### config.mk
export PLATFORM = sky130hd
export DESIGN_NAME = uart_tx_fifo
export DESIGN_NICKNAME = d
export VERILOG_FILES = /design/src/rtl/uart_tx_fifo.sv
export SDC_FILE = /design/constraint.sdc
export NUM_CORES = 1
export LEC_CHECK = 0
export ABC_AREA = 0
export CORE_ASPECT_RATIO = 1.25
export CORE_MARGIN = 2
export CORE_UTILIZATION = 58
export DETAILED_ROUTE_END_ITERATION = 12
export GPL_ROUTABILITY_DRIVEN = 0
export PLACE_DENSITY = 0.77
export SYNTH_ARGS = -nofsm -noshare
export SYNTH_HDL_FRONTEND = slang
export SYNTH_SLANG_ARGS = --single-unit
### constraint.sdc
create_clock -name clk -period 3.7 [get_ports clk]
set_clock_uncertainty 0.05 [all_clocks]
set_input_delay 0.37 -clock clk [delete_from_list [all_inputs] [get_ports clk]]
set_output_delay 0.37 -clock clk [all_outputs]
set_load 0.01 [all_outputs]
### src/rtl/uart_tx_fifo.sv
// uart_tx_fifo
//   Byte FIFO between the CPU-side UART IO decode and the UART transmit core.
//   IO writes are queued here so software can poll "full" instead of the
//   per-byte core busy flag; a small drain FSM feeds the core one byte at a
//   time over its data_in / data_in_wr / busy_tx handshake.
//
// Parameters
//   DEPTH_LOG2 : FIFO depth is 2**DEPTH_LOG2 entries
//   BUSY_WAIT  : cycles to wait for tx_busy to rise after a tx_wr pulse
//
// Ports
//   clk      in   system clock (UART core domain)
//   reset    in   synchronous, active-high reset
//   wr_data  in   byte from IO decode
//   wr_en    in   push wr_data this cycle (dropped when full)
//   full     out  FIFO holds DEPTH entries
//   empty    out  FIFO holds 0 entries and no byte is in flight
//   count    out  FIFO occupancy, excluding the byte in flight
//   tx_data  out  byte to core data_in, stable from issue until back in IDLE
//   tx_wr    out  1-cycle write strobe to core data_in_wr
//   tx_busy  in   core busy_tx
//
// Optional feature (macro UART_TX_FIFO_OVF_EN)
//   ovf_clr  in   clears the sticky overflow flag
//   ovf      out  sticky flag, set by a write while full (set wins over clear)
//
// Drain FSM
//   state     | meaning
//   ----------+------------------------------------------------------------
//   IDLE      | waiting for a queued byte and an idle core; pops into tx_data
//   ISSUE     | tx_wr high for this single cycle; loads the busy wait timer
//   WAIT_BUSY | waiting for the core to raise busy; timeout drops the byte
//   WAIT_DONE | core is sending the frame; wait for busy to fall

module uart_tx_fifo #(
  parameter int DEPTH_LOG2 = 4,
  parameter int BUSY_WAIT  = 4
) (
  input  logic                  clk,
  input  logic                  reset,
  input  logic [7:0]            wr_data,
  input  logic                  wr_en,
  output logic                  full,
  output logic                  empty,
  output logic [DEPTH_LOG2:0]   count,
  output logic [7:0]            tx_data,
  output logic                  tx_wr,
  input  logic                  tx_busy
`ifdef UART_TX_FIFO_OVF_EN
  ,
  input  logic                  ovf_clr,
  output logic                  ovf
`endif
);

  localparam int DEPTH  = 2 ** DEPTH_LOG2;
  localparam int WAIT_W = (BUSY_WAIT < 1) ? 1 : $clog2(BUSY_WAIT + 1);

  localparam logic [DEPTH_LOG2:0] DEPTH_CNT = (DEPTH_LOG2 + 1)'(DEPTH);
  localparam logic [WAIT_W-1:0]   WAIT_LOAD = WAIT_W'(BUSY_WAIT);
  localparam logic [WAIT_W-1:0]   WAIT_ONE  = WAIT_W'(1);

  typedef enum logic [1:0] {
    S_IDLE      = 2'd0,
    S_ISSUE     = 2'd1,
    S_WAIT_BUSY = 2'd2,
    S_WAIT_DONE = 2'd3
  } state_t;

  logic [7:0]            mem_q [DEPTH];

  state_t                state_q,    state_d;
  logic [DEPTH_LOG2-1:0] rd_ptr_q,   rd_ptr_d;
  logic [DEPTH_LOG2-1:0] wr_ptr_q,   wr_ptr_d;
  logic [DEPTH_LOG2:0]   count_q,    count_d;
  logic [7:0]            tx_data_q,  tx_data_d;
  logic                  tx_wr_q,    tx_wr_d;
  logic [WAIT_W-1:0]     wait_cnt_q, wait_cnt_d;

  logic full_int;
  logic push;
  logic pop;

  assign full_int = (count_q == DEPTH_CNT);
  // A write while full is dropped, even if IDLE pops in the same cycle.
  assign push     = wr_en && !full_int;

  always_comb begin
    state_d    = state_q;
    rd_ptr_d   = rd_ptr_q;
    wr_ptr_d   = wr_ptr_q;
    count_d    = count_q;
    tx_data_d  = tx_data_q;
    tx_wr_d    = 1'b0;
    wait_cnt_d = wait_cnt_q;
    pop        = 1'b0;

    case (state_q)
      S_IDLE: begin
        // No bypass: a byte pushed this cycle is only visible next cycle.
        if ((count_q != '0) && !tx_busy) begin
          pop       = 1'b1;
          tx_data_d = mem_q[rd_ptr_q];
          tx_wr_d   = 1'b1;
          state_d   = S_ISSUE;
        end
      end
      S_ISSUE: begin
        wait_cnt_d = WAIT_LOAD;
        state_d    = S_WAIT_BUSY;
      end
      S_WAIT_BUSY: begin
        if (tx_busy) begin
          state_d = S_WAIT_DONE;
        end else begin
          // Terminal count: the decrement that reaches zero returns to IDLE,
          // so WAIT_BUSY lasts BUSY_WAIT cycles. The missed byte is not retried.
          wait_cnt_d = wait_cnt_q - WAIT_ONE;
          if (wait_cnt_q <= WAIT_ONE) begin
            state_d = S_IDLE;
          end
        end
      end
      S_WAIT_DONE: begin
        if (!tx_busy) begin
          state_d = S_IDLE;
        end
      end
      default: begin
        state_d = S_IDLE;
      end
    endcase

    if (push) begin
      wr_ptr_d = wr_ptr_q + 1'b1;
    end
    if (pop) begin
      rd_ptr_d = rd_ptr_q + 1'b1;
    end
    case ({push, pop})
      2'b10:   count_d = count_q + 1'b1;
      2'b01:   count_d = count_q - 1'b1;
      default: count_d = count_q;
    endcase
  end

  always_ff @(posedge clk) begin
    if (reset) begin
      state_q    <= S_IDLE;
      rd_ptr_q   <= '0;
      wr_ptr_q   <= '0;
      count_q    <= '0;
      tx_data_q  <= 8'h00;
      tx_wr_q    <= 1'b0;
      wait_cnt_q <= '0;
    end else begin
      state_q    <= state_d;
      rd_ptr_q   <= rd_ptr_d;
      wr_ptr_q   <= wr_ptr_d;
      count_q    <= count_d;
      tx_data_q  <= tx_data_d;
      tx_wr_q    <= tx_wr_d;
      wait_cnt_q <= wait_cnt_d;
    end
  end

  // Storage needs no reset: count_q alone says which entries are valid.
  always_ff @(posedge clk) begin
    if (push && !reset) begin
      mem_q[wr_ptr_q] <= wr_data;
    end
  end

`ifdef UART_TX_FIFO_OVF_EN
  logic ovf_q, ovf_d;

  always_comb begin
    ovf_d = ovf_q;
    if (ovf_clr) begin
      ovf_d = 1'b0;
    end
    if (wr_en && full_int) begin
      ovf_d = 1'b1;
    end
  end

  always_ff @(posedge clk) begin
    if (reset) begin
      ovf_q <= 1'b0;
    end else begin
      ovf_q <= ovf_d;
    end
  end

  assign ovf = ovf_q;
`endif

  assign full    = full_int;
  assign empty   = (count_q == '0) && (state_q == S_IDLE);
  assign count   = count_q;
  assign tx_data = tx_data_q;
  assign tx_wr   = tx_wr_q;

endmodule

## Yosys cells after proc, flatten, opt, wreduce, memory -nomap -nowiden

Memories as Yosys holds them, arrays and structs flattened. A register that Yosys moved wholly into a read port is not among the register bits.
Cells that the tools add are included.

- Muxes and demuxes: 12
- Reductions and logical operators: 15
- Order comparisons: 1
- Add/sub/neg operators: 5
- Equality and inequality tests: 10

Operators by type and width:

| operator | number |
|---|---|
| case mux 5 bit (2 select lines) | 1 |
| adder 4 x 1 -> 4 bit (second input constant) | 2 |
| 2-to-1 mux 2 bit | 4 |
| case mux 2 bit (4 select lines) | 1 |
| == test 2 bit (second input constant) | 3 |
| inequality test 2 bit (second input constant) | 3 |
| case mux 3 bit (2 select lines) | 1 |
| adder 5 x 1 -> 5 bit (second input constant) | 1 |
| == test 5 bit (second input constant) | 1 |
| zero test 5 bit | 1 |
| nonzero test 5 bit | 1 |
| subtractor 5 x 1 -> 5 bit (second input constant) | 1 |
| == test 2 x 1 -> 1 bit (second input constant) | 2 |
| logical AND 1 bit | 4 |
| 2-to-1 mux 1 bit | 4 |
| AND reduction 2 bit | 2 |
| nonzero test 2 bit | 2 |
| less-or-equal comparator 3 x 1 -> 1 bit (second input constant) | 1 |
| zero test 1 bit | 3 |
| 2-to-1 mux 3 bit | 1 |
| inequality test 3 bit (second input constant) | 1 |
| AND reduction 3 bit | 1 |
| subtractor 3 x 1 -> 3 bit (second input constant) | 1 |
| zero test 2 bit | 1 |

- Memories kept: 1
- Memory bits (writable): 128
- Output and inout port bits: 16
- Register bits: 19

Memories:

| memory | words | bits a word | read ports | clocked after memory_dff | write ports | RTL line | source |
|---|---|---|---|---|---|---|---|
| mem_q | 16 | 8 | 1 | 1 | 1 | 70 | `logic [7:0] mem_q [DEPTH];` |

## Depth between registers and ports, before layout

- Word-level depth: 6
- Depth in mapped cells: 10
- Depth with buffers taken out: 9

## Worst setup path after synthesis

OpenSTA, ideal clock, no wires.

- Path kind: flip-flop to flip-flop
- From: register count_q[0] (netlist: count[0])
- To: register count_q[4] (netlist: count[4])
- Slack: 0.937 ns
- Period minus slack after synthesis: 2.763 ns
- Stages on the path, launching flop included: 10
- Setup time: 0.121 ns
- Arrival: 2.592 ns
- Path through: dfxtp_1 > nor4_2 > a21boi_1 > inv_1 > ha_1 > fa_1 > a21o_1 > a21oi_1 > mux2i_1 > mux2_2

- Word-level cells in the longest chain between the ends: 6
- Elaborated cells between the ends (all ways): 13
- Those cells by class: add/sub (2); eq/ne (3); mux (3); reduce/logical (5)

Ends and longest elaborated chain:

| item | RTL line | source |
|---|---|---|
| start, declared | 75 | `logic [DEPTH_LOG2:0] count_q, count_d;` |
| start signal, assigned | 160 | `count_q <= count_d;` |
| nonzero test 5 bit | 101 | `if ((count_q != '0) && !tx_busy) begin` |
| logical AND 1 bit | 101 |  |
| 2-to-1 mux 1 bit | 101 |  |
| 2-to-1 mux 1 bit | n/a |  |
| == test 2 x 1 -> 1 bit / == test 2 bit (equally long branches) | 140 | `case ({push, pop})` |
| case mux 5 bit (2 select lines) / nonzero test 2 bit (equally long branches) | n/a |  |

Several ways; a longest one is shown, not always the timed one.
A chain may end at the register's enable or synchronous reset.

## Final worst setup path

Same ends and word-level chain as after synthesis.

==> impl_metrics.env <==
export IMPL_status="finished clean"
export IMPL_timing_slew_headroom_pct=40.90
export IMPL_htreeDepth=4
export IMPL_cpMostUsedCell="ha_1"
export IMPL_end_kind="flop"
export IMPL_numCtsBuffers=17
export IMPL_irDropWorstVdd_mv=0.3867
export IMPL_design_area_sq_mm=0.007368
export IMPL_grt_usage_pct=22.33
export IMPL_tightest_slew_ns=0.8832
export IMPL_antenna_cells=0
export IMPL_yosysSeqAreaShare_pct=68.07
export IMPL_slew_violations=0
export IMPL_power_total_uw=4984
export IMPL_dp_final_hpwl_um=8313
export IMPL_cp_start_kind="flop"
export IMPL_drc=0
export IMPL_crit_family="adder cells"
export IMPL_ioPinCount=28
export IMPL_dp_cells=550
export IMPL_grt_ovfl_total=0
export IMPL_die_h_um=121.8
export IMPL_rsz0062_at_grt="false"
export IMPL_cp_required_ns=3.95
export IMPL_dpl_cell_area_sq_mm=0.006745
export IMPL_fmax_mhz=349.3
export IMPL_synth_ff_type="edfxtp_1"
export IMPL_worstPathCellList="nor4_2 -> a21boi_1 -> buf_4 -> inv_1 -> ha_1 -> ha_1 -> a21o_1 -> a21oi_1 -> mux2i_1 -> mux2_2"
export IMPL_routedWlPerCell_um=21.95
export IMPL_slowest_stage="nor4_2"
export IMPL_ys_ff_latch=155
export IMPL_path_class="flop to flop"
export IMPL_min_path_cells=2
export IMPL_drive_gt1_share_pct=12.30
export IMPL_cts_setup_buffers=0
export IMPL_vias_per_cell=6.168
export IMPL_drtAntennaViolNets=0
export IMPL_synthTopCellsByCount="128 x edfxtp_1, 52 x nor2_1, 46 x mux2i_1"
export IMPL_clockBufferDepth=2
export IMPL_yosysWarnings=0
export IMPL_n_fill_cell=718
export IMPL_rows=43
export IMPL_p_leak_uw=0.002395
export IMPL_power_density_mw_per_mm2=676.5
export IMPL_dr_wl_met2_um=6325
export IMPL_hold_viol_final=0
export IMPL_cp_arrival_ns=3.12
export IMPL_drt_iter0_drc=326
export IMPL_antenna_found_initial=0
export IMPL_first_global_vias=3531
export IMPL_period_minus_slack_ns=2.863
export IMPL_fin_nets=458
export IMPL_cp_depth=10
export IMPL_wl_met1_um=5073
export IMPL_cts_hold_buffers=0
export IMPL_cts_tree="done"
export IMPL_topRoutingLayerUsed="met4"
export IMPL_rr_worst_depth=10
export IMPL_synth_top_area_share_pct=59.67
export IMPL_synth_edf_count=128
export IMPL_syn_inst=404
export IMPL_synth_net_count=428
export IMPL_die_area_sq_mm=0.01197
export IMPL_clk_latency_ns=0.42
export IMPL_synth_area_sq_mm=0.006441
export IMPL_clk_pin_slew_ns=0.06
export IMPL_areaGrowthSynthToFinish_pct=14.39
export IMPL_fin_crit_sh_pct=77.37
export IMPL_grt_pass1_wl_um=19410
export IMPL_drt_first_pass_iters=5
export IMPL_clockRootBuffer="clkbuf_16"
export IMPL_drt_total_wl_um=12770
export IMPL_syn_avg_cell_area_sq_um=15.94
export IMPL_portBuffers=27
export IMPL_maxCapViolations=0
export IMPL_tns_ns=0
export IMPL_start_util_pct=58.69
export IMPL_critPathMaxFanout=6
export IMPL_cpPeakStageDelay_ns=0.45
export IMPL_dieWidth_um=98.26
export IMPL_cts_resized=0
export IMPL_clock_sinks=155
export IMPL_core_sq_mm=0.01098
export IMPL_synth_area_leaders="edfxtp_1 60%, dfxtp_1 8.4%, mux2i_1 7.1%, nor2_1 3.0%, mux4_1 2.9%"
export IMPL_setup_viol_count_final=0
export IMPL_synth_most_common_cell="edfxtp_1"
export IMPL_synth_cell_types=53
export IMPL_finalNonFillerCells=582
export IMPL_hp_class="flop to flop"
export IMPL_cp_buffers_inverters=2
export IMPL_synth_top_cell_by_area="edfxtp_1"
export IMPL_ys_async_sr_fraction_pct=0
export IMPL_wl_met3_um=891
export IMPL_num_vias=3590
export IMPL_grt_max_degree=29
==> sequential cells by signal (all words and copies together), names as in the netlist <==
register,flops
wait_cnt_q,3
tx_data,8
count,5
state_q,2
mem_q,128
rd_ptr_q,4
tx_wr,1
wr_ptr_q,4
==> worst min-delay path, delay by kind of cell (launching register included) <==
| family | cells | cell delay [ns] |
|---|---|---|
| buf+inv | 1 | 0.07 |
| compound gates | 1 | 0.08 |
| flops | 1 | 0.32 |
==> path summary, 6_finish.rpt <==
| check | slack (ns) | start | end |
|---|---|---|---|
| worst max-delay path | 0.84 | count[0]$_SDFFE_PP0P_ | count[4]$_SDFFE_PP0P_ |
| worst min-delay path | 0.46 | wait_cnt_q[2]$_SDFFE_PP0P_ | wait_cnt_q[2]$_SDFFE_PP0P_ |
| worst max register to register | 0.84 | count[0]$_SDFFE_PP0P_ | count[4]$_SDFFE_PP0P_ |
| worst min register to register | 0.46 | wait_cnt_q[2]$_SDFFE_PP0P_ | wait_cnt_q[2]$_SDFFE_PP0P_ |
==> cell families after synthesis <==
logic type | share of synthesized area [%]
AO/OA/AOI/OAI | 6.352
XOR/XNOR | 1.224
AND/OR/NAND/NOR | 6.682
multiplexers | 11.93
buffers and inverters | 3.302
flip-flops | 68.07
adder cells (fa/ha/maj) | 2.448
==> cell usage in the layout, fill, tap and decap left out, drive strengths merged, types with 4 or more instances in the layout <==
master / n
ha: 11
nor2: 52
nand2: 9
o211ai: 4
mux2i: 46
inv: 10
nor3: 5
a311oi: 9
a21oi: 7
xor2: 6
mux4: 12
nand3b: 4
buf: 5
dfxtp: 27
edfxtp: 128
clkbuf: 23
o22ai: 20
clkdlybuf4s50: 27
nor2b: 4
==> power by group <==
part	leakage, uW	switching [uW]	internal [uW]	total [uW]
Combinational	0.000711	550	518	1070
Sequential	0.00137	118	2010	2120
Clock	0.000310	662	1130	1790
Total	0.00239	1330	3650	4980
==> per-layer routing <==
layer	vias to the layer above	GRT usage (%)
li1	1627	-
met1	1762	28.16
met2	162	35.87
met3	39	5.909
met4	0	11.64
met5	-	0
==> cell type report <==
class                           instances  area [sq um]  share of cell area, %
Clock buffer                           23         521.8                  7.081
Timing Repair Buffer                   32         320.3                  4.347
Inverter                                7         26.28                 0.3566
Clock inverter                          9         101.3                  1.375
Multi-Input combinational cell        221          1844                  25.03
Tap cell                              135         168.9                  2.292
Sequential cell                       155          4385                  59.52
==> metrics by stage <==
stage          utilization [%]  setup WS, ns  hold slack, ns
2_1_floorplan                -        0.9370          0.4189
3_3_place_gp             61.46        0.6731          0.4338
3_5_place_dp             61.46        0.5844          0.4534
4_1_cts                  67.13        0.7957          0.4618
5_1_grt                  67.13        0.6416          0.4981
6_report                 67.13        0.8374          0.4619
Note: power is estimated with default switching activity, not from simulation.
==> patch 1: new RTL, same flow settings <==
The parameter `DEPTH_LOG2` goes from 4 to 5.
--- a/src/rtl/uart_tx_fifo.sv
+++ b/src/rtl/uart_tx_fifo.sv
@@ -33,7 +33,7 @@
 //   WAIT_DONE | core is sending the frame; wait for busy to fall
 
 module uart_tx_fifo #(
-  parameter int DEPTH_LOG2 = 4,
+  parameter int DEPTH_LOG2 = 5,
   parameter int BUSY_WAIT  = 4
 ) (
   input  logic                  clk,
Ports: changed (resized count); port bits go from 28 to 29. The function was not compared with the original's and may differ.
==> patch 1 against the unedited design <==
- sequential power up 81%
- setup slack worse by 0.32 ns
- power up 67%
- sequential share of layout area up 5.2 points
- final area up 74%
- non-clock buffer count up 8
- wire length up 74%
- largest cell class unchanged
- largest power group unchanged
- hold slack worse by 0.027 ns
- synthesized area up 77%
- critical path depth unchanged
- sequential cell count up 131
- utilization down 0.85 points
==> patch 1: results <==
set metrics [dict create \
    status "finished clean" \
    grtUsageTotal 0.222 \
    place_hpwl_um 14100 \
    htreeDepth 1 \
    first_iter_violations 572 \
    dpl_cell_area_um2 11900 \
    grt_util_met1 0.294 \
    synth_fa_ha_area_frac 0.0149 \
    nets 685 \
    viasPerCell 6.15 \
    synthTopCellsByCount "256 x edfxtp_1, 61 x nor2_1, 44 x mux4_2, 37 x mux2i_1, 30 x dfxtp_1" \
    io_buffers 28 \
    route.met3.wl_um 1290 \
    yosysUniqueCellTypes 50 \
    placedCellCount 896 \
    syn-instance-count 624 \
    max-clock-path-buffers 3 \
    grt_max_degree 35 \
    syn_nets 649 \
    via_count 5814 \
    cts-buffers-inserted 27 \
    synth.area.top_cells "edfxtp_1 67%, mux4_2 8.7%, dfxtp_1 5.3%" \
    largest_reg_flops 256 \
    grt_use_met3 0.0310 \
    worstSkewPairLatency_ns 0.52 \
    met2_length_um 11500 \
    grt_use_met2 0.383 \
    firstDrtPassIters 6 \
    synth_xor_area_frac 0.00922 \
    drive_gt1_frac 0.157 \
    grt_pass1_wl_um 34700 \
    ys_seq_area_frac 0.727 \
    synth-edff-count 256 \
    crit_fanout 10 \
]
-- patch 1: critical path, cell delays in order (launching register included) --
cell and delay [ns]:
dfxtp_1 0.36, or4_4 0.59, o31a_1 0.36, inv_2 0.10
ha_1 0.38, ha_1 0.30, a21o_1 0.17, a21oi_1 0.27
o21ai_0 0.17, a31o_2 0.23, a21oi_1 0.12
-- patch 1: cell type report --
cell class,count,area [µm²],area share
clock buffer,42,762,0.0595
timing repair buffer,40,370,0.0289
tap,265,332,0.0259
clock inverter,7,134,0.0105
inverter,9,33.8,0.00264
sequential,286,8290,0.647
multi-input combinational,296,2890,0.225
-- patch 1: power breakdown --
part,switching (mW),internal (mW)
clock,1.10,1.69
sequential,0.201,3.64
combinational,0.810,0.867
-- patch 1: final timing paths --
check | start | end | slack (ns) | depth (start not counted)
worst min register to register | tx_data[0] | tx_data[0] | 0.43 | 1
worst max register to register | count[1] | count[5] | 0.52 | 10
worst max-delay path | count[1] | count[5] | 0.52 | 10
worst min-delay path | tx_data[0] | tx_data[0] | 0.43 | 1
==> patch 2: new RTL, same settings <==
Without the edit above. Take the reset off `tx_data_q` and load it in a clocked block of its own.
--- a/src/rtl/uart_tx_fifo.sv
+++ b/src/rtl/uart_tx_fifo.sv
@@ -150,7 +150,6 @@
       rd_ptr_q   <= '0;
       wr_ptr_q   <= '0;
       count_q    <= '0;
-      tx_data_q  <= 8'h00;
       tx_wr_q    <= 1'b0;
       wait_cnt_q <= '0;
     end else begin
@@ -158,10 +157,13 @@
       rd_ptr_q   <= rd_ptr_d;
       wr_ptr_q   <= wr_ptr_d;
       count_q    <= count_d;
-      tx_data_q  <= tx_data_d;
       tx_wr_q    <= tx_wr_d;
       wait_cnt_q <= wait_cnt_d;
     end
+  end
+
+  always_ff @(posedge clk) begin
+    tx_data_q <= tx_data_d;
   end
 
   // Storage needs no reset: count_q alone says which entries are valid.
Behaviour: differs if reset is asserted again (counterexample within 4 cycles, from zero or initial values and one cycle with reset high); with reset held inactive, the same outputs for 10 cycles.
==> patch 2 against the unedited design <==
- setup slack got worse by 0.38 ns
- final area decreased by 2.1%
- count of clock-buffer cells in the layout decreased by 4
- power decreased by 8.9%
- wire length decreased by 4.1%
- sequential cell count unchanged
- hold slack improved by 0.0096 ns
- synthesized area decreased by 1.9%
- die area decreased by 1.8%
- largest power group unchanged
- highest routed layer unchanged
==> patch 2: results <==
set metrics [dict create \
    status "finished clean" \
    dp_slack_ns 0.463 \
    ys_seq_area_frac 0.707 \
    tightest_slew_ns 1.01 \
    worstSkewPairLatency_ns 0.40 \
    place_hpwl_um 7880 \
    grt_pass1_wl_um 19300 \
    via_count 3431 \
    r2r_cells 9 \
    first_iter_violations 322 \
    grtUsageTotal 0.220 \
    synth.area.top_cells "edfxtp_1 65%, dfxtp_1 6.0%, mux2i_1 6.0%" \
    swShare 0.258 \
    grt_pass1_vias 3526 \
    critical-path-top-delay-family "simple AND/OR/NAND/NOR gates" \
    p_leak_nw 2.40 \
    synth-edff-count 136 \
    wl_met1_um 4820 \
    dpl_cell_area_um2 6700 \
    area_growth_pct 14.2 \
    route.met3.wl_um 752 \
    nFillCells 693 \
    met2_length_um 6400 \
    crit_path_top_delay_cell "or4_1" \
    cpPeakStageDelay_ns 0.74 \
    arrival_ns 3.49 \
]
[patch 2: metal layers]
layer | up-vias | track usage
li1 | 1557 | -
met1 | 1705 | 0.280
met2 | 146 | 0.369
met3 | 23 | 0.0503
met4 | 0 | 0.0911
met5 | - | 0
[patch 2: final timing paths]
path	start	to	slack [ns]
setup reg to reg	count[0]	count[4]	0.45
hold reg to reg	wait_cnt_q[2]	wait_cnt_q[2]	0.47
setup / recovery	count[0]	count[4]	0.45
hold / removal	wait_cnt_q[2]	wait_cnt_q[2]	0.47
[patch 2: area by class of cell]
cell class,count,area share
Clock buffer,19,0.0600
Clock inverter,11,0.0113
Timing Repair Buffer,34,0.0447
Tap cell,132,0.0229
Multi-Input combinational cell,197,0.238
Sequential cell,155,0.619
Inverter,9,0.00468
[patch 2: cells by family (layout without fill, tap and decap cells)]
kind of cell	Yosys count	after routing	synth area share
buffers and inverters	29	73	0.0220
XOR/XNOR	9	9	0.0125
flip-flops	155	155	0.707
AO/OA/AOI/OAI	53	53	0.0662
AND/OR/NAND/NOR	68	68	0.0487
multiplexers	55	55	0.119
adder cells (fa/ha/maj)	12	12	0.0250
[patch 2: power groups by stage]
stage               Clock [mW]  Combinational [mW]  Sequential, mW
detailed placement           0               0.910            2.15
CTS                       1.54               0.917            2.12
finish                    1.52               0.909            2.12
floorplan                    0               0.607            2.15
global route              1.61               0.985            2.13
global placement             0               0.888            2.14
[patch 2: through the flow]
step / hold WS (ns) / instances / total power [mW]
2_1_floorplan: 0.419 / 381 / 2.75
3_3_place_gp: 0.442 / 527 / 3.03
3_5_place_dp: 0.456 / 527 / 3.06
4_1_cts: 0.461 / 557 / 4.58
5_1_grt: 0.521 / 557 / 4.73
6_report: 0.472 / 557 / 4.54
[patch 2: worst min-delay path, cell delays in order (launching register included)]
cell and delay, ns:
dfxtp_1 0.32, inv_1 0.08, a311oi_1 0.07
